==> config.mk <==
export PLATFORM = sky130hd
export DESIGN_NAME = vend_controller
export DESIGN_NICKNAME = d
export VERILOG_FILES = /design/src/rtl/vend_pkg.sv /design/src/rtl/vend_timeout.sv /design/src/rtl/vend_controller.sv
export SDC_FILE = /design/constraint.sdc
export NUM_CORES = 1
export LEC_CHECK = 0
export CORE_UTILIZATION = 45
export DETAILED_ROUTE_END_ITERATION = 8
export HOLD_SLACK_MARGIN = 0.08
export PLACE_DENSITY = 0.68
export SLEW_MARGIN = 20
export SYNTH_ARGS = -nofsm -noshare
export SYNTH_HDL_FRONTEND = slang
export SYNTH_SLANG_ARGS = --single-unit
==> constraint.sdc <==
create_clock -name clk -period 3.3 [get_ports clk]
set_input_delay 0.825 -clock clk [delete_from_list [all_inputs] [get_ports clk]]
set_output_delay 0.825 -clock clk [all_outputs]
set_load 0.02 [all_outputs]
==> src/rtl/vend_pkg.sv <==
// Shared types and defaults for the vending controller.
package vend_pkg;

    typedef enum logic [2:0] {
        ST_IDLE     = 3'd0,
        ST_PAY      = 3'd1,
        ST_DISPENSE = 3'd2,
        ST_CHANGE   = 3'd3,
        ST_REFUND   = 3'd4
    } state_e;

    localparam logic [7:0] PRICE_DEFAULT      = 8'd75;
    localparam int         TIMEOUT_DEFAULT    = 40;
    localparam logic [3:0] INIT_STOCK_DEFAULT = 4'd5;

    // Credit accumulation clamps at 255 instead of wrapping.
    function automatic logic [7:0] sat_add(input logic [7:0] a, input logic [7:0] b);
        logic [8:0] sum;
        sum = {1'b0, a} + {1'b0, b};
        return sum[8] ? 8'hFF : sum[7:0];
    endfunction

endpackage

==> src/rtl/vend_timeout.sv <==
// Idle-cycle counter for the PAY state; expired fires on the TIMEOUT-th idle cycle.
module vend_timeout #(
    parameter int TIMEOUT = 40
) (
    input  logic clk,
    input  logic rst,
    input  logic clear,
    input  logic enable,
    output logic expired
);

    localparam int W = $clog2(TIMEOUT + 1);
    localparam logic [W-1:0] LAST = W'(TIMEOUT - 1);
    localparam logic [W-1:0] FULL = W'(TIMEOUT);

    logic [W-1:0] count_q;
    logic [W-1:0] count_d;

    // Next count: clear dominates, otherwise count idle cycles up to TIMEOUT.
    always_comb begin
        count_d = count_q;
        if (clear) begin
            count_d = '0;
        end else if (enable && (count_q != FULL)) begin
            count_d = count_q + W'(1);
        end else begin
            count_d = count_q;
        end
    end

    // Counter register.
    always_ff @(posedge clk) begin
        if (rst) begin
            count_q <= '0;
        end else begin
            count_q <= count_d;
        end
    end

    assign expired = enable && !clear && (count_q == LAST);

endmodule

==> src/rtl/vend_controller.sv <==
// Vending machine controller: selection, payment, dispense and change handshakes,
// with a 16-slot stock table.
module vend_controller
    import vend_pkg::*;
#(
    parameter logic [7:0] PRICE      = PRICE_DEFAULT,
    parameter int         TIMEOUT    = TIMEOUT_DEFAULT,
    parameter logic [3:0] INIT_STOCK = INIT_STOCK_DEFAULT
) (
    input  logic       clk,
    input  logic       rst,
    input  logic       sel_valid,
    input  logic [3:0] sel_index,
    input  logic       coin_valid,
    input  logic [7:0] coin_value,
    input  logic       cancel,
    input  logic       restock_valid,
    input  logic [3:0] restock_index,
    input  logic [3:0] restock_count,
    input  logic       dispense_done,
    input  logic       change_ready,
    output logic [2:0] state,
    output logic [7:0] credit,
    output logic       out_of_stock,
    output logic       dispense_valid,
    output logic [3:0] dispense_index,
    output logic       change_valid,
    output logic [7:0] change_amount
);

    state_e     state_q, state_d;
    logic [7:0] credit_q, credit_d;
    logic [3:0] slot_q, slot_d;
    logic       oos_q, oos_d;
    logic       dispense_valid_q, dispense_valid_d;
    logic [3:0] dispense_index_q, dispense_index_d;
    logic       change_valid_q, change_valid_d;
    logic [7:0] change_amount_q, change_amount_d;

    logic [3:0] stock_q [16];
    logic       stock_we_s;
    logic [3:0] stock_widx_s;
    logic [3:0] stock_wdata_s;

    logic       tmo_clear_s;
    logic       tmo_enable_s;
    logic       tmo_expired_s;
    logic [7:0] coin_sum_s;

    assign tmo_enable_s = (state_q == ST_PAY) && !coin_valid;
    assign tmo_clear_s  = (state_q != ST_PAY) || coin_valid;
    assign coin_sum_s   = sat_add(credit_q, coin_value);

    vend_timeout #(
        .TIMEOUT (TIMEOUT)
    ) u_timeout (
        .clk     (clk),
        .rst     (rst),
        .clear   (tmo_clear_s),
        .enable  (tmo_enable_s),
        .expired (tmo_expired_s)
    );

    // Next-state, credit, stock write and handshake-output logic.
    always_comb begin
        state_d          = state_q;
        credit_d         = credit_q;
        slot_d           = slot_q;
        oos_d            = 1'b0;
        dispense_valid_d = 1'b0;
        dispense_index_d = dispense_index_q;
        change_valid_d   = 1'b0;
        change_amount_d  = change_amount_q;
        stock_we_s       = 1'b0;
        stock_widx_s     = 4'd0;
        stock_wdata_s    = 4'd0;

        case (state_q)
            ST_IDLE: begin
                if (restock_valid) begin
                    stock_we_s    = 1'b1;
                    stock_widx_s  = restock_index;
                    stock_wdata_s = restock_count;
                end else if (sel_valid) begin
                    if (stock_q[sel_index] != 4'd0) begin
                        slot_d  = sel_index;
                        state_d = ST_PAY;
                    end else begin
                        oos_d = 1'b1;
                    end
                end else begin
                    state_d = ST_IDLE;
                end
            end
            ST_PAY: begin
                if (coin_valid) begin
                    credit_d = coin_sum_s;
                end else begin
                    credit_d = credit_q;
                end
                // Cancel outranks both a completed payment and the timeout.
                if (cancel) begin
                    state_d = ST_REFUND;
                end else if (credit_d >= PRICE) begin
                    state_d = ST_DISPENSE;
                end else if (tmo_expired_s) begin
                    state_d = ST_REFUND;
                end else begin
                    state_d = ST_PAY;
                end
            end
            ST_DISPENSE: begin
                // An ack counts only once the request is actually on the wire.
                if (dispense_valid_q && dispense_done) begin
                    stock_we_s    = 1'b1;
                    stock_widx_s  = slot_q;
                    stock_wdata_s = stock_q[slot_q] - 4'd1;
                    credit_d      = credit_q - PRICE;
                    state_d       = (credit_d != 8'd0) ? ST_CHANGE : ST_IDLE;
                end else begin
                    dispense_valid_d = 1'b1;
                    dispense_index_d = slot_q;
                end
            end
            ST_CHANGE, ST_REFUND: begin
                if (change_valid_q && change_ready) begin
                    credit_d = 8'd0;
                    state_d  = ST_IDLE;
                end else begin
                    change_valid_d  = 1'b1;
                    change_amount_d = credit_q;
                end
            end
            default: begin
                state_d = ST_IDLE;
            end
        endcase
    end

    // Control and output registers.
    always_ff @(posedge clk) begin
        if (rst) begin
            state_q          <= ST_IDLE;
            credit_q         <= 8'd0;
            slot_q           <= 4'd0;
            oos_q            <= 1'b0;
            dispense_valid_q <= 1'b0;
            dispense_index_q <= 4'd0;
            change_valid_q   <= 1'b0;
            change_amount_q  <= 8'd0;
        end else begin
            state_q          <= state_d;
            credit_q         <= credit_d;
            slot_q           <= slot_d;
            oos_q            <= oos_d;
            dispense_valid_q <= dispense_valid_d;
            dispense_index_q <= dispense_index_d;
            change_valid_q   <= change_valid_d;
            change_amount_q  <= change_amount_d;
        end
    end

    // Per-slot stock table.
    always_ff @(posedge clk) begin
        if (rst) begin
            for (int i = 0; i < 16; i++) begin
                stock_q[i] <= INIT_STOCK;
            end
        end else if (stock_we_s) begin
            stock_q[stock_widx_s] <= stock_wdata_s;
        end
    end

    assign state          = state_q;
    assign credit         = credit_q;
    assign out_of_stock   = oos_q;
    assign dispense_valid = dispense_valid_q;
    assign dispense_index = dispense_index_q;
    assign change_valid   = change_valid_q;
    assign change_amount  = change_amount_q;

endmodule

# [Word-level counts from Yosys, hierarchy flattened]
# Memories as Yosys holds them, arrays and structs flattened. A register that Yosys moved wholly into a read port is not among the register bits.
# Index checks and enable logic that the tools add are counted.
[op_classes] n_reduce_logical=24 addsub=4 n_eq_ne=11 n_mux=38 order_cmp=1 n_bitwise=7
[op_table] operator="$mux W8" count=5
[op_table] operator="$mux W4" count=8
[op_table] operator="$mux W3" count=8
[op_table] operator="$pmux W8 S3" count=1
[op_table] operator="$pmux W4 S2" count=2
[op_table] operator="$pmux W3 S4" count=1
[op_table] operator="$mux W1" count=11
[op_table] operator="$add A8 B8 Y9" count=1
[op_table] operator="$ge A8 B7 Y1 const B" count=1
[op_table] operator="$reduce_and A4 Y1" count=2
[op_table] operator="$reduce_bool A8 Y1" count=1
[op_table] operator="$reduce_or A2 Y1" count=4
[op_table] operator="$reduce_or A4 Y1" count=2
[op_table] operator="$sub A8 B7 Y8 const B" count=1
[op_table] operator="$not A1 Y1" count=7
[op_table] operator="$add A6 B1 Y6 const B" count=1
[op_table] operator="$eq A3 B2 Y1 const B" count=2
[op_table] operator="$eq A6 B6 Y1 const B" count=1
[op_table] operator="$logic_and A1 B1 Y1" count=6
[op_table] operator="$ne A2 B2 Y1 const B" count=3
[op_table] operator="$ne A6 B6 Y1 const B" count=1
[op_table] operator="$reduce_and A2 Y1" count=2
[op_table] operator="$reduce_bool A4 Y1" count=1
[op_table] operator="$sub A4 B1 Y4 const B" count=1
[op_table] operator="11 further kinds" count=12
[totals] out_inout_bits=26 reg_bits=36 input_bits=28 memories=1 ram_bits=64 elab_cells=95
[memory_table] memory="stock_q" depth=16 width=4 read_ports=2 rd_clocked_by_memory_dff=1 write_ports=16 line_no="vend_controller.sv:40" source="logic [3:0] stock_q [16];"

# [Depth between registers and ports, before layout]
# Gate-level depths: netlist (run 1).
[depth] ltp_word=9 ltp_mapped=10 depth_no_buf=9

# [Cells and area by module]
# From an unflattened synthesis (run 1), not the netlist that was laid out.
[unflattened] cells_unflattened=583 hier_area_um2=5795.6
[modules_own_cells] mod="vend_controller" instances=1 area_each_um2=5480.3 seq_area_each_um2=2602.5 cells_each=547
[modules_own_cells] mod="vend_timeout" instances=1 area_each_um2=315.3 seq_area_each_um2=120.1 cells_each=36

# [Worst setup path before layout (run 1)]
# OpenSTA, ideal clock, no wires.
[synth_path] kind="input-to-reg" start="in coin_value[0]" end="reg state_q[2], in the netlist state[2]" setup_slack_ps=35 setup_time_ps=70 t_required_ps=3230 n_path_buf=0 path_stages=9 arrival_time_ps=3195 path_cell_list="ha_1 > fa_1 > a211oi_1 > o21ai_0 > o21a_1 > o32ai_1 > a21oi_1 > or3b_2 > a21oi_1"
[synth_via] elab_chain_cells=8
[synth_lines] item="start: declaration" line_no="vend_controller.sv:15" source="input logic [7:0] coin_value,"
[synth_lines] item="$add A8 B8 Y9" line_no="vend_pkg.sv:19" source="sum = {1'b0, a} + {1'b0, b};"
[synth_lines] item="$mux W8" line_no="vend_pkg.sv:20" source="return sum[8] ? 8'hFF : sum[7:0];"
[synth_lines] item="$mux W8" line_no="vend_controller.sv:96" source="if (coin_valid) begin"
[synth_lines] item="$mux W8" line_no="vend_controller.sv:78" source="case (state_q)"
[synth_lines] item="$ge A8 B7 Y1" line_no="vend_controller.sv:104" source="end else if (credit_d >= PRICE) begin"
[synth_lines] item="$mux W3" line_no="vend_controller.sv:104"
[synth_lines] item="$mux W3" line_no="vend_controller.sv:102" source="if (cancel) begin"
[synth_lines] item="$pmux W3 S4" line_no="vend_controller.sv:78"
[synth_lines] item="end signal: assignment" line_no="vend_controller.sv:152" source="state_q <= state_d;"
[synth_lines] item="end: declaration" line_no="vend_controller.sv:31" source="state_e state_q, state_d;"
# Every way passes these cells. The select of a mux whose other input is x is not followed.
# A chain may end at the register's enable or synchronous reset.

# [Worst setup path in the final report (run 1)]
# Same ends and word-level chain as after synthesis.

==> results.yml, run 1 <==
sta:
  slew_headroom_pct: 44.6
  timing.final.max_slew_violations: 0
  fin_worst_hold_slack_ns: 0.458
  max_clock_freq_mhz: 317
  rsz_0062_raised_after_global_routing: "false"
  timing_hold_violations_final: 0
  final.period_utilization_pct: 95.5
  timing.final.setup_violations: 0
  period_needed_ns: 3.15
  worstMarginPinSlew_ns: 0.831
  fin_worst_skew_ns: 0.00833
route:
  drcViolationCount: 0
  route.detailed.vias_per_inst: 5.82
  first_iter_violations: 495
  postRouteWirelength_um: 15400
  routed-via-count: 4758
  postRouteAntennaNets: 0
  drt_first_pass_iters: 5
  wire_per_inst_um: 18.8
global_routing:
  grt_pass1_wl_um: 24300
  grt.total_usage_pct: 24.9
  grt_remaining_overflow: 0
  first_global_vias: 4596
  initial_antenna_violation_count: 0
  maximum_number_of_pins_on_one_net_before_global_route_repair: 31
yosys:
  synthMuxAreaShare_pct: 10.0
  synthDominantAreaCellType: "sky130_fd_sc_hd__edfxtp_1"
  synth_compound_gate_area_share_pct: 11.2
  synth_top_cell_area_share_pct: 34.0
  synth_warnings: 0
  synthesis.nets: 598
  synth_seq_area_share_pct: 48.1
  synth_top_family_by_area: "simple AND/OR/NAND/NOR gates"
  netlist_top_cells_area: "sky130_fd_sc_hd__edfxtp_1, sky130_fd_sc_hd__dfxtp_1, sky130_fd_sc_hd__mux4_2"
  post_synthesis_cell_count: 557
  ys.flop_type: "sky130_fd_sc_hd__edfxtp_1"
  synth_xor_area_share_pct: 1.86
  ys_ff_latch: 104
  cell_variety_after_synth: 59
  number_of_synthesized_flops_with_an_enable_pin: 64
  synth.avg_cell_area_um2: 10.2
  synth-simple-area-share_pct: 22.7
  synth_async_sr_flop_share_pct: 0
  synth-adder-area-share_pct: 3.01
  post_syn_area_mm2: 0.00566
finish:
  final_core_utilization_pct: 57.9
  final_layout_size_suffix_gt1_share_pct: 19.1
  area_overhead_of_the_layout_relative_to_synthesis_pct: 24.0
  finish.net_count: 686
  n_antenna_cell: 0
  final_design_area_no_fill_mm2: 0.00701
floorplan:
  std_cell_rows: 40
  die_area_mm2: 0.0130
  starting_density_pct: 46.7
  die_w_um: 114
  fp.dieH_um: 114
  top_ports: 54
  core_area_mm2: 0.0121
clock_network:
  tritoncts: "done"
  cts-buffers-inserted: 9
  cts.clk_slew.worst_paths_ns: 0.07
  holdBufCountCts: 0
  post_cts_buffers: 0
  cts_root_buf: "sky130_fd_sc_hd__clkbuf_16"
  cts_buffer_depth: 2
  skew_pair_late_insertion_delay_ns: 0.35
  numClockSinks: 104
  clock_tree.htree_level_count: 3
setup_path:
  endpoint: "state[2]"
  cp.arrival_ns: 3.43
  rr_worst_depth: 8
  critPathRequiredTime_ns: 3.58
  setup.worst_path.start: "coin_value[0]"
  regToRegSetupSlack_ns: 0.46
  timing.setup.critical_path_class: "in2reg"
  capturing_point_of_the_worst_reg2reg_path: "stock_q[4][3]"
  cp_launch_type: "input pin"
  setup.worst_path.end_class: "flip-flop"
  critical_path.max_fanout: 3
pwr:
  worst_vdd_drop_mv: 0.384
  p_leak_uw: 0.00231
  power.density_mw_per_mm2: 616
placed_design:
  placed_cell_area_mm2: 0.00667
  hpwlAfterDp_um: 11700
  port-buffer-count: 53
  gp_congestion: 0.893
min_path:
  hold_class: "reg2reg"
status:
  run_status: "completed"
run:
  cap_violations: 0
[per-stage QoR]
stage	TNS (ns)	setup slack, ns	std cells	total power, µW
final	0	0.148	818	4320
after global routing	0	0.0316	818	4540
after CTS	0	0.00481	818	4290
after detailed placement	-2.66	-0.551	802	3190
after global placement	-1.89	-0.524	802	3170
after floorplan	0	0.0346	557	2550
[per-layer routing]
metal | track usage (%) | up-vias | share of wire [%]
li1 | - | 2241 | -
met1 | 31.4 | 2322 | 42
met2 | 43.0 | 166 | 50
met3 | 3.65 | 29 | 6.0
met4 | 10.1 | 0 | 2.4
met5 | 0 | - | 0
[kinds of logic after synthesis]
kind of cell,count (synthesis)
fa+ha+maj,13
mux,28
flops,104
simple gates,266
buf+inv,40
xor+xnor,12
compound gates,94
[worst min-delay path by stage]
stage                           start                end  slack (ns)  cells past startpoint
floorplan                   slot_q[0]  dispense_index[0]        0.46                      2
global placement     change_amount[0]   change_amount[0]        0.44                      2
detailed placement   change_amount[2]   change_amount[2]        0.45                      2
finish              dispense_index[1]  dispense_index[1]        0.46                      2
global route        dispense_index[3]  dispense_index[3]        0.48                      2
CTS                  change_amount[2]   change_amount[2]        0.46                      2
[flip-flops by register name, indices dropped and copies added, names as in the netlist, named ones only]
name	count
dispense_valid	1
slot_q	4
stock_q	64
dispense_index	4
out_of_stock	1
u_timeout.count_q	6
change_amount	8
credit	8
change_valid	1
state	3
[synth_stat cells, drive strengths merged (6+ instances only)]
| cell | n |
|---|---|
| clkbuf | 26 |
| a21oi | 26 |
| nor3 | 12 |
| edfxtp | 64 |
| buf | 6 |
| nor4 | 14 |
| mux4 | 23 |
| o221ai | 6 |
| and2 | 9 |
| nand2 | 84 |
| nor2 | 73 |
| a22oi | 12 |
| ha | 12 |
| xor2 | 7 |
| dfxtp | 40 |
| o21ai | 19 |
| inv | 8 |
| nand2b | 18 |
| nand3 | 29 |
[power by group]
part / internal [µW] / switching (µW) / leakage, µW
clock network: 598 / 489 / 0.000152
registers: 1480 / 101 / 0.000878
logic: 728 / 927 / 0.00128
[critical path, stage by stage]
cell                              delay (ns)
sky130_fd_sc_hd__clkdlybuf4s50_1        0.41
sky130_fd_sc_hd__ha_2                   0.21
sky130_fd_sc_hd__fa_2                   0.37
sky130_fd_sc_hd__a211oi_4               0.28
sky130_fd_sc_hd__o21ai_2                0.12
sky130_fd_sc_hd__o21a_1                 0.23
sky130_fd_sc_hd__o32ai_2                0.27
sky130_fd_sc_hd__a21oi_1                0.12
sky130_fd_sc_hd__or3b_2                 0.47
sky130_fd_sc_hd__a21oi_1                0.13
[placed cells by master, fill, tap and decap left out, types with 3 or more instances in the layout]
cell	netlist	final
sky130_fd_sc_hd__nand3b_1	5	5
sky130_fd_sc_hd__a21oi_1	26	26
sky130_fd_sc_hd__o211ai_1	4	4
sky130_fd_sc_hd__dfxtp_1	40	40
sky130_fd_sc_hd__ha_1	12	11
sky130_fd_sc_hd__o21ai_0	18	17
sky130_fd_sc_hd__nor2b_1	3	3
sky130_fd_sc_hd__nor2_2	11	12
sky130_fd_sc_hd__nand4_1	3	3
sky130_fd_sc_hd__nor3_1	10	10
sky130_fd_sc_hd__edfxtp_1	64	64
sky130_fd_sc_hd__clkbuf_16	0	9
sky130_fd_sc_hd__nand2b_1	18	18
sky130_fd_sc_hd__or2_2	5	5
sky130_fd_sc_hd__mux4_2	23	23
sky130_fd_sc_hd__clkdlybuf4s50_1	0	53
sky130_fd_sc_hd__nand3_1	29	29
sky130_fd_sc_hd__nand2_1	84	84
sky130_fd_sc_hd__mux2i_1	5	5
sky130_fd_sc_hd__xor2_1	7	7
sky130_fd_sc_hd__inv_1	8	8
sky130_fd_sc_hd__o221ai_1	6	6
sky130_fd_sc_hd__o22ai_1	3	3
sky130_fd_sc_hd__and2_1	9	9
sky130_fd_sc_hd__nor2_1	62	61
sky130_fd_sc_hd__and3_1	3	3
sky130_fd_sc_hd__nor4_1	14	14
sky130_fd_sc_hd__a22oi_1	10	10
sky130_fd_sc_hd__xnor2_1	5	5
sky130_fd_sc_hd__buf_4	0	56
[layout make-up]
class                           instances  area (µm²)
Inverter                                8        30.0
Clock inverter                          7        78.8
Tap cell                              168         210
Multi-Input combinational cell        413        2800
Fill cell                            1036        5100
Clock buffer                            9         225
Timing Repair Buffer                  109         951
Sequential cell                       104        2720
[repair_timing]
item | in CTS | in global routing
resized for setup | 3 | 7
endpoints found under the setup margin | 2 | 2
pin swaps | 0 | 3
No activity file was read; power rests on OpenSTA's default activity.
==> inputs of run 2 (changes only) <==
Settings changed: CAP_MARGIN set to 20, CELL_PAD_IN_SITES_DETAIL_PLACEMENT set to 1, CELL_PAD_IN_SITES_GLOBAL_PLACEMENT set to 2, CORE_UTILIZATION 45 to 34, PLACE_DENSITY 0.68 to unset, PLACE_DENSITY_LB_ADDON set to 0.1.
==> results.yml, run 2 (synthesis gave the netlist of run 1 again) <==
pwr:
  worst_vdd_drop_mv: 0.291
  power.density_mw_per_mm2: 617
  p_leak_uw: 0.00232
min_path:
  hold_class: "reg2reg"
sta:
  period_needed_ns: 3.15
  max_clock_freq_mhz: 317
  finalWorstSetupSlack_ns: 0.147
  timing_hold_violations_final: 0
  final.period_utilization_pct: 95.6
  slew_headroom_pct: 66.9
  tns_ns: 0
  timing.final.max_slew_violations: 0
  worstMarginPinSlew_ns: 0.484
  fin_worst_skew_ns: 0.0112
  rsz_0062_raised_after_global_routing: "false"
  timing.final.setup_violations: 0
setup_path:
  critical_path.max_fanout: 2
  timing.setup.critical_path_class: "in2reg"
  worstPathCellList: "clkdlybuf4s50_1 > ha_2 > fa_2 > a211oi_2 > buf_4 > o211ai_1 > a311o_1 > o221ai_1 > a21oi_1 > or3b_2 > a21oi_1"
  critical_path.most_common_cell: "sky130_fd_sc_hd__a21oi_1"
  setup.worst_path.end_class: "flip-flop"
  maximum_cell_stage_delay_along_the_critical_path_ns: 0.47
  critical-path-top-delay-family: "compound AO/OA/AOI/OAI gates"
  critPathRequiredTime_ns: 3.58
  cp_launch_type: "input pin"
  regToRegSetupSlack_ns: 0.44
  crit_path_top_delay_cell: "sky130_fd_sc_hd__or3b_2"
  critPathBufInv: 2
  cp.arrival_ns: 3.44
route:
  wire_per_inst_um: 20.1
  first_iter_violations: 244
  routed-via-count: 4757
  drcViolationCount: 0
  drt_first_pass_iters: 5
  postRouteWirelength_um: 17500
  route.detailed.vias_per_inst: 5.45
  postRouteAntennaNets: 0
finish:
  n_antenna_cell: 0
  top_register: "stock_q"
  layout.cells.most_common_list: "sky130_fd_sc_hd__nand2_1, sky130_fd_sc_hd__edfxtp_1, sky130_fd_sc_hd__buf_4, sky130_fd_sc_hd__nor2_1, sky130_fd_sc_hd__clkdlybuf4s50_1"
  layout.area.seq_mm2: 0.00272
  area_overhead_of_the_layout_relative_to_synthesis_pct: 25.3
  largest_register_ff_count: 64
  finish.net_count: 693
  multi_input_area_mm2: 0.00279
  final_layout_size_suffix_gt1_share_pct: 19.6
  layoutNonFillerInstCount: 873
  mostFrequentLayoutCell: "sky130_fd_sc_hd__nand2_1"
  layout.filler_cells: 1797
placed_design:
  port-buffer-count: 53
  place_ws_ns: -0.520
  hpwlAfterDp_um: 13500
  gp_congestion: 0.869
  placedCellCount: 857
clock_network:
  cts_buffer_depth: 2
  cts-buffers-inserted: 9
  numClockSinks: 104
  skew_pair_late_insertion_delay_ns: 0.36
  tritoncts: "done"
  holdBufCountCts: 0
  cts.clk_slew.worst_paths_ns: 0.07
  post_cts_buffers: 0
  clock_tree.htree_level_count: 3
  cts_root_buf: "sky130_fd_sc_hd__clkbuf_16"
floorplan:
  core_area_mm2: 0.0161
  fp.dieH_um: 131
  die_area_mm2: 0.0172
  starting_density_pct: 35.2
  top_ports: 54
  die_w_um: 131
  std_cell_rows: 46
run:
  cap_violations: 0
global_routing:
  maximum_number_of_pins_on_one_net_before_global_route_repair: 33
  first_global_vias: 4845
  initial_antenna_violation_count: 0
  grt.total_usage_pct: 22.1
  grt_pass1_wl_um: 27600
  grt_remaining_overflow: 0
status:
  run_status: "completed"
==> run 2: power breakdown <==
part	switching (µW)	total, µW	internal (µW)
Clock	503	1030	524
Sequential	97.0	1570	1480
Combinational	999	1770	775
==> run 2: through the flow <==
step | utilization, % | area [µm²] | hold WS, ns | total power, µW
finish | 44.1 | 7090 | 0.454 | 4380
CTS | 44.1 | 7070 | 0.457 | 4400
floorplan | - | 5660 | 0.456 | 2550
global placement | 42.2 | 6780 | 0.443 | 3320
global route | 44.1 | 7090 | 0.482 | 4620
detailed placement | 42.2 | 6780 | 0.447 | 3340
==> run 2: area by class of cell <==
cell class                      instances  share of cell area (%)
Clock inverter                          6                   0.741
Timing Repair Buffer                  116                    14.1
Sequential cell                       104                    38.4
Clock buffer                           10                    3.23
Multi-Input combinational cell        413                    39.3
Tap cell                              216                    3.81
Inverter                                8                   0.424
==> run 2: timing repair <==
action | in CTS | in global routing
pin swaps | 0 | 3
setup endpoints to repair | 1 | 3
gates resized for setup | 3 | 4
==> run 2: path summary, 6_finish.rpt <==
kind,startpoint,to,depth (start not counted)
min,dispense_index[1],dispense_index[1],2
max reg2reg,credit[1],state[0],9
min reg2reg,dispense_index[1],dispense_index[1],2
max,coin_value[0],state[2],11
==> run 2: worst reg2reg max path: cells and delay by family, from the launching register on <==
kind                       cells  cell delay (ns)
and+or+nand+nor                1             0.12
AOI/OAI and AO/OA              5             1.64
adders and majority gates      1             0.23
DFF                            1             0.36
buffers and inverters          1             0.19
xor gates and xnor gates       1             0.18
==> run 2: layer usage <==
metal  GRT usage (%)  routed length [µm]  up-vias
met5               0                   0        -
met3            3.83                 857       19
li1                -                   -     2258
met1            31.5                8400     2362
met2            34.6                7990      118
met4            5.54                 260        0
==> inputs of run 3 (changes only) <==
Settings changed: CELL_PAD_IN_SITES_DETAIL_PLACEMENT 1 to unset, CELL_PAD_IN_SITES_GLOBAL_PLACEMENT 2 to unset, CORE_MARGIN set to 2, CORE_UTILIZATION 34 to 45, PLACE_DENSITY set to 0.69, PLACE_DENSITY_LB_ADDON 0.1 to unset.
==> results.yml, run 3 (synthesis gave the netlist of run 1 again) <==
sta:
  period_needed_ns: 3.18
  timing.final.max_slew_violations: 0
  timing.final.setup_violations: 0
  timing_hold_violations_final: 0
  final.period_utilization_pct: 96.4
  finalWorstSetupSlack_ns: 0.118
  worstMarginPinSlew_ns: 0.787
  fin_worst_hold_slack_ns: 0.459
  fin_worst_skew_ns: 0.00869
  tns_ns: 0
  slew_headroom_pct: 47.5
  max_clock_freq_mhz: 314
setup_path:
  worstPathCellList: "clkdlybuf4s50_1 > ha_2 > fa_2 > a211oi_4 > o21ai_2 > o21a_1 > o32ai_2 > a21oi_1 > or3b_2 > a21oi_1"
  setup.worst_path.end_class: "flip-flop"
  setup.worst_path.start: "coin_value[0]"
  cp.arrival_ns: 3.46
  critical-path-top-delay-family: "compound AO/OA/AOI/OAI gates"
  cp_launch_type: "input pin"
  maximum_cell_stage_delay_along_the_critical_path_ns: 0.48
  critical_path.max_fanout: 3
  timing.setup.critical_path_class: "in2reg"
  critPathBufInv: 1
  crit_path_top_delay_cell: "sky130_fd_sc_hd__or3b_2"
  critical_path.most_common_cell: "sky130_fd_sc_hd__a21oi_1"
  critPathRequiredTime_ns: 3.58
global_routing:
  first_global_vias: 4596
  grt.total_usage_pct: 23.2
  initial_antenna_violation_count: 0
  grt_pass1_wl_um: 23700
  maximum_number_of_pins_on_one_net_before_global_route_repair: 36
  grt_remaining_overflow: 0
clock_network:
  cts_buffer_depth: 2
  skew_pair_late_insertion_delay_ns: 0.35
  clock_tree.htree_level_count: 3
  numClockSinks: 104
  tritoncts: "done"
  cts.clk_slew.worst_paths_ns: 0.07
  cts_root_buf: "sky130_fd_sc_hd__clkbuf_16"
  cts-buffers-inserted: 9
  holdBufCountCts: 0
pwr:
  p_leak_uw: 0.00227
  worst_vdd_drop_mv: 0.373
  power.density_mw_per_mm2: 612
finish:
  area_overhead_of_the_layout_relative_to_synthesis_pct: 23.3
  top_register: "stock_q"
  largest_register_ff_count: 64
  final_layout_size_suffix_gt1_share_pct: 17.9
  layout.cells.most_common_list: "sky130_fd_sc_hd__nand2_1, sky130_fd_sc_hd__edfxtp_1, sky130_fd_sc_hd__nor2_1, sky130_fd_sc_hd__clkdlybuf4s50_1, sky130_fd_sc_hd__buf_4"
  layoutNonFillerInstCount: 811
  n_antenna_cell: 0
  finish.net_count: 679
  mostFrequentLayoutCell: "sky130_fd_sc_hd__nand2_1"
route:
  postRouteWirelength_um: 14900
  wire_per_inst_um: 18.4
  route.detailed.vias_per_inst: 5.83
  routed-via-count: 4729
  drcViolationCount: 0
  postRouteAntennaNets: 0
  first_iter_violations: 519
  drt_first_pass_iters: 5
floorplan:
  die_area_mm2: 0.0135
  top_ports: 54
  starting_density_pct: 46.5
  die_w_um: 116
  core_area_mm2: 0.0122
  std_cell_rows: 40
  fp.dieH_um: 116
run:
  cap_violations: 0
placed_design:
  port-buffer-count: 53
  placedCellCount: 794
  gp_congestion: 0.883
  place_ws_ns: -0.464
  hpwlAfterDp_um: 11300
min_path:
  hold_path_startpoint: "change_amount[4]"
  hold_class: "reg2reg"
status:
  run_status: "completed"
==> run 3: layout make-up <==
type	instances	area, µm²
Tap cell	168	210
Multi-Input combinational cell	413	2800
Timing Repair Buffer	102	911
Clock buffer	13	283
Clock inverter	3	20.0
Fill cell	1022	5180
Sequential cell	104	2720
Inverter	8	30.0
==> run 3: what timing repair did <==
item	in CTS	in global routing
endpoints found under the setup margin	1	2
pin swaps	0	2
setup buffers	0	1
resized for setup	3	7
cloned	0	0
==> run 3: worst min-delay path, cell delays in order (launching register included) <==
cell                      delay, ns
sky130_fd_sc_hd__dfxtp_1       0.31
sky130_fd_sc_hd__nand2_1       0.05
sky130_fd_sc_hd__a21oi_1       0.05
==> run 3: final timing paths <==
path                      end  slack, ns  cells past startpoint
min reg2reg  change_amount[4]       0.46                      2
min          change_amount[4]       0.46                      2
max reg2reg     stock_q[7][2]       0.45                      9
max                  state[2]       0.12                     10
==> run 3: report_power, final <==
part | leakage (µW) | switching [µW] | internal [µW]
logic | 0.00124 | 897 | 700
registers | 0.000878 | 126 | 1480
clock network | 0.000151 | 464 | 607
total | 0.00227 | 1490 | 2780
==> run 3: per-layer routing <==
metal / vias up / GRT usage (%) / part of all wire, %
met4: 0 / 8.25 / 2.5
met5: - / 0 / 0
li1: 2222 / - / -
met2: 190 / 39.9 / 50
met1: 2290 / 30.2 / 42
met3: 27 / 3.53 / 5.9
==> run 3: metrics by stage <==
step	utilization, %	total power (µW)	cell area, µm²
after floorplan	-	2550	5660
final	57.4	4270	6980
after global placement	54.5	3120	6630
after CTS	57.1	4220	6940
after global routing	57.4	4480	6980
after detailed placement	54.5	3150	6630
==> variant 1, RTL diff (settings of run 3) <==
Change the package constant `TIMEOUT_DEFAULT` from 40 to 20.
--- a/src/rtl/vend_pkg.sv
+++ b/src/rtl/vend_pkg.sv
@@ -12,3 +12,3 @@
     localparam logic [7:0] PRICE_DEFAULT      = 8'd75;
-    localparam int         TIMEOUT_DEFAULT    = 40;
+    localparam int         TIMEOUT_DEFAULT    = 20;
     localparam logic [3:0] INIT_STOCK_DEFAULT = 4'd5;
Function: no difference found for any inputs over 4 cycles, from zero or initial values and one cycle with rst high; that may be too few to reach the edited logic, so the function may still have changed.
==> variant 1 against run 3 <==
- non-clock buffer count down 11
- sequential share of layout area grew 1.5 points
- sequential cell count fell by 1
- critical endpoint is now state[1]
- die area fell by 2.6%
- sequential power about the same
- routed wire length shrank 4.3%
- highest routed layer unchanged
- combinational power fell by 9%
- fmax rose by 4.4%
- cell area shrank 4.4%
- synthesized area decreased by 2.7%
- total power is 3.9% lower
- setup slack improved by 0.13 ns
==> variant 1: results (changes against run 3) <==
* Status: finished clean
* Total GRT Usage at 22.7% (-0.57 points)
* VDD IR max at 425 µV (+14%)
* CP max stage delay at 0.40 ns (-0.08 ns)
* Clock sink count at 103 (-0.96%)
* Clk tree area frac at 4.35% (+0.010 points)
* # nets final at 647 (-4.7%)
* Ant diodes at 0 (unchanged)
* Top cells by area, synth: edfxtp_1 (35%), dfxtp_1 (14%), mux4_2 (8.6%)
* Inverters at 9 (+1)
* Leak at 0.00227 µW (-0.14%)
* GPL Wtd Cong at 0.909 (+2.9%)
* HP Class: reg -> reg
* Setup WS pre-CTS at -0.186 ns (+0.278 ns)
* Multi-In Gates at 392 (-5.1%)
* Drt initial violations at 450 (-13%)
* DP Wirelength at 10.4 mm (-7.8%)
* Least-Margin Pin Slew at 0.755 ns (-0.0326 ns)
* Vias at 4,519 (-4.4%)
* Fraction of area in multi-input gates at 39.7% (-0.48 points)
* Power per cell area at 616 nW/µm² (+0.52%)
* Placed instance area at 6370 µm² (-3.8%)
* Multiplexer share of the synthesized area at 10.8% (+0.75 points)
* Clock buffers at 11 (-2)
* Fraction of the mapped netlist area in adder cells at 3.09% (+0.082 points)
* Max-cap viol count at 0 (unchanged)
* Syn_nets at 575 (-3.8%)
* Synth Area in Compound Gates at 11.4% (+0.19 points)
* Non-clock buffer count in the final layout at 91 (-11%)
* Clk pwr share at 25.7% (+0.6 points)
* Final cell count without fillers at 758 (-6.5%)
* Layout cells sized above 1 at 14.4% (-3.5 points)
* Fill cells at 1,045 (+2.3%)
* Crit path arrival time at 3.29 ns (-0.17 ns)
* Layout non-clock buf frac at 12.2% (-0.83 points)
* Inst Count DP at 742 (-6.5%)
* Pin count of the biggest net entering global routing at 26 (-28%)
* Unique cell type count in the Yosys netlist at 60 (+1.7%)
* Worst-skew pair later-pin latency at 0.35 ns (about the same)
* Post-route cell area at 6670 µm² (-4.4%)
* Psw at 1430 µW (-4.0%)
* First-pass GRT wire length at 22.5 mm (-5.1%)
* Seq/Total Area, Yosys at 49.1% (+0.95 points)
* Detailed Route WL at 14.3 mm (-4.3%)
* Post-Synth XOR/XNOR Area at 1.59% (-0.27 points)
* Post-synthesis cell count at 534 (-4.1%)
* Clk_skew at 0.00586 ns (-0.00283 ns)
* Slowest-stage cell, CP: clkdlybuf4s50_1
* Synth cell count leaders: nand2_1 (79), nor2_1 (66), edfxtp_1 (64)
* FF+latch area at 2700 µm² (-0.74%)
* Post-CTS sizing at 0 (-3)
## variant 1: changes by cell type in the layout (fill, tap and decap cells not counted), moves of 4 or more
cell / change
a21oi_1: -6
nor2_2: -10
nor3b_1: +4
nand2_1: -5
buf_4: -10
nor2_1: +4
mux2i_1: +6
nand2b_1: -16
nand3_1: +11
## variant 1: final timing paths
path	startpoint	end	slack (ns)	depth (start not counted)
setup / recovery	coin_value[0]	state[1]	0.25	10
hold / removal	dispense_index[1]	dispense_index[1]	0.46	2
setup reg to reg	flip-flop	stock_q[4][2]	0.46	9
hold reg to reg	dispense_index[1]	dispense_index[1]	0.46	2
## variant 1: logic make-up after synthesis
logic type / count (synthesis)
AOI/OAI and AO/OA: 89
and+or+nand+nor: 247
buffers and inverters: 39
xor gates and xnor gates: 10
adders and majority gates: 13
muxes: 33
DFF: 103
## variant 1: routing by layer
layer / part of all wire, % / global-route usage, %
met1: 45 / 30.8
met2: 46 / 33.8
met3: 5.7 / 5.77
met4: 3.5 / 11.3
met5: 0 / 0
==> variant 2, RTL diff (settings of run 3) <==
Made on the original files. Make the reset (`rst`) asynchronous in 3 clocked blocks.
--- a/src/rtl/vend_timeout.sv
+++ b/src/rtl/vend_timeout.sv
@@ -31,3 +31,3 @@
     // Counter register.
-    always_ff @(posedge clk) begin
+    always_ff @(posedge clk or posedge rst) begin
         if (rst) begin
--- a/src/rtl/vend_controller.sv
+++ b/src/rtl/vend_controller.sv
@@ -140,3 +140,3 @@
     // Control and output registers.
-    always_ff @(posedge clk) begin
+    always_ff @(posedge clk or posedge rst) begin
         if (rst) begin
@@ -163,3 +163,3 @@
     // Per-slot stock table.
-    always_ff @(posedge clk) begin
+    always_ff @(posedge clk or posedge rst) begin
         if (rst) begin
Function: differs if rst is asserted again (counterexample within 4 cycles, from zero or initial values and one cycle with rst high); with rst held inactive, the same outputs for 4 cycles.
==> variant 2 against run 3 <==
- sequential cell count fell by 4
- setup slack improved by 0.0092 ns
- final cell count fell by 2.8%
- first-iteration DRC count fell by 51%
- total power rose by 55%
- cell area fell by 2.0%
- routed wire length fell by 5.5%
- synthesized area fell by 1.7%
- combinational power rose by 97%
==> variant 2: results (changes against run 3) <==
* WHS at 0.487 ns (+0.0271 ns)
* Top Family by Delay on Critical Path: simple AND/OR/NAND/NOR gates
* Synth cell count leaders: nand2_1 (93), dfrtp_1 (68), o21ai_0 (64)
* Path depth of the worst reg2reg path at 8 (-1)
* Clk_skew at 0.00706 ns (-0.00163 ns)
* # nets final at 656 (-3.4%)
* CP max stage delay at 0.66 ns (+0.18 ns)
* Routed wire per std cell at 17.9 µm (-2.7%)
* GPL Wtd Cong at 0.946 (+7.1%)
* Slew HR at 42.0% (-5.5 points)
* Top cells by area, synth: dfrtp_1 (31%), dfstp_2 (15%), nand2_1 (6.3%)
* Layout cells sized above 1 at 21.0% (+3.1 points)
* Top FF cell, synth: dfrtp_1
* Status: finished clean
* Die area at 13,300 µm² (-1.6%)
* Pin count of the biggest net entering global routing at 57 (+58%)
* Leak at 0.00282 µW (+24%)
* Reg2reg end: stock_q[29]
* VDD IR max at 500 µV (+34%)
* Slowest-stage cell, CP: or4b_2
* Seq/Total Area, Yosys at 45.7% (-2.4 points)
* Initial antenna violation count at 0 (unchanged)
* Syn_nets at 585 (-2.2%)
* Crit path to: state[0]
* Final period utilization at 96.2% (-0.28 points)
* Number of global-route vias before repair at 4,609 (+0.28%)
* DP Wirelength at 10.5 mm (-6.6%)
* Setup WS pre-CTS at -0.305 ns (+0.159 ns)
* Post-DR vias/cell at 5.82 (-0.11%)
-- variant 2: per-layer routing --
layer	vias up	GRT usage (%)	wire (µm)
met2	151	39.2	6990
li1	2146	-	-
met4	0	10.2	399
met1	2265	29.1	6100
met3	28	3.27	633
met5	-	0	0
-- variant 2: report_power, final --
part	switching (µW)	leakage (µW)	internal (µW)
logic	1600	0.00143	1550
clock network	481	0.000175	771
registers	466	0.00121	1730
-- variant 2: timing repair --
item                       in CTS  in global routing
setup endpoints to repair       0                  4
setup buffers                   0                  0
resized for setup               0                  2
-- variant 2: how the worst min path moves through the flow --
stage                           start           endpoint  cells past startpoint
floorplan                  stock_q[1]         stock_q[1]                      2
global placement    dispense_index[3]  dispense_index[3]                      2
detailed placement  dispense_index[3]  dispense_index[3]                      2
CTS                 dispense_index[3]  dispense_index[3]                      2
global route              stock_q[16]        stock_q[16]                      2
finish              dispense_index[1]  dispense_index[1]                      2
-- variant 2: final cells by class --
type / count / area (µm²) / share of cell area [%]
clock buffers: 10 / 239 / 3.49
clock inverters: 6 / 119 / 1.74
multi-input cells: 403 / 2850 / 41.6
repair buffers: 87 / 823 / 12.0
flip-flops and latches: 100 / 2540 / 37.2
well taps: 168 / 210 / 3.07
inverters: 14 / 56.3 / 0.823
-- variant 2: logic make-up after synthesis --
family	Yosys count	share of synthesized area (%)
AOI/OAI and AO/OA	157	17.8
muxes	41	13.5
and+or+nand+nor	182	15.1
adders and majority gates	13	3.06
xor gates and xnor gates	10	1.57
buffers and inverters	41	3.19
DFF	100	45.7
-- variant 2: tightest hold or removal path: stages (launching register included) --
cell and delay, ns:
dfrtp_1 0.35, nand2_1 0.05, o21ai_0 0.06
-- variant 2: per-stage QoR --
step,instance area (µm²),total power [µW],cells,TNS (ns)
after floorplan,5570,4220,544,0
after global placement,6470,5250,772,-0.896
after detailed placement,6470,5330,772,-1.17
after CTS,6830,6620,788,0
after global routing,6840,7040,788,-0.0300
final,6840,6600,788,0
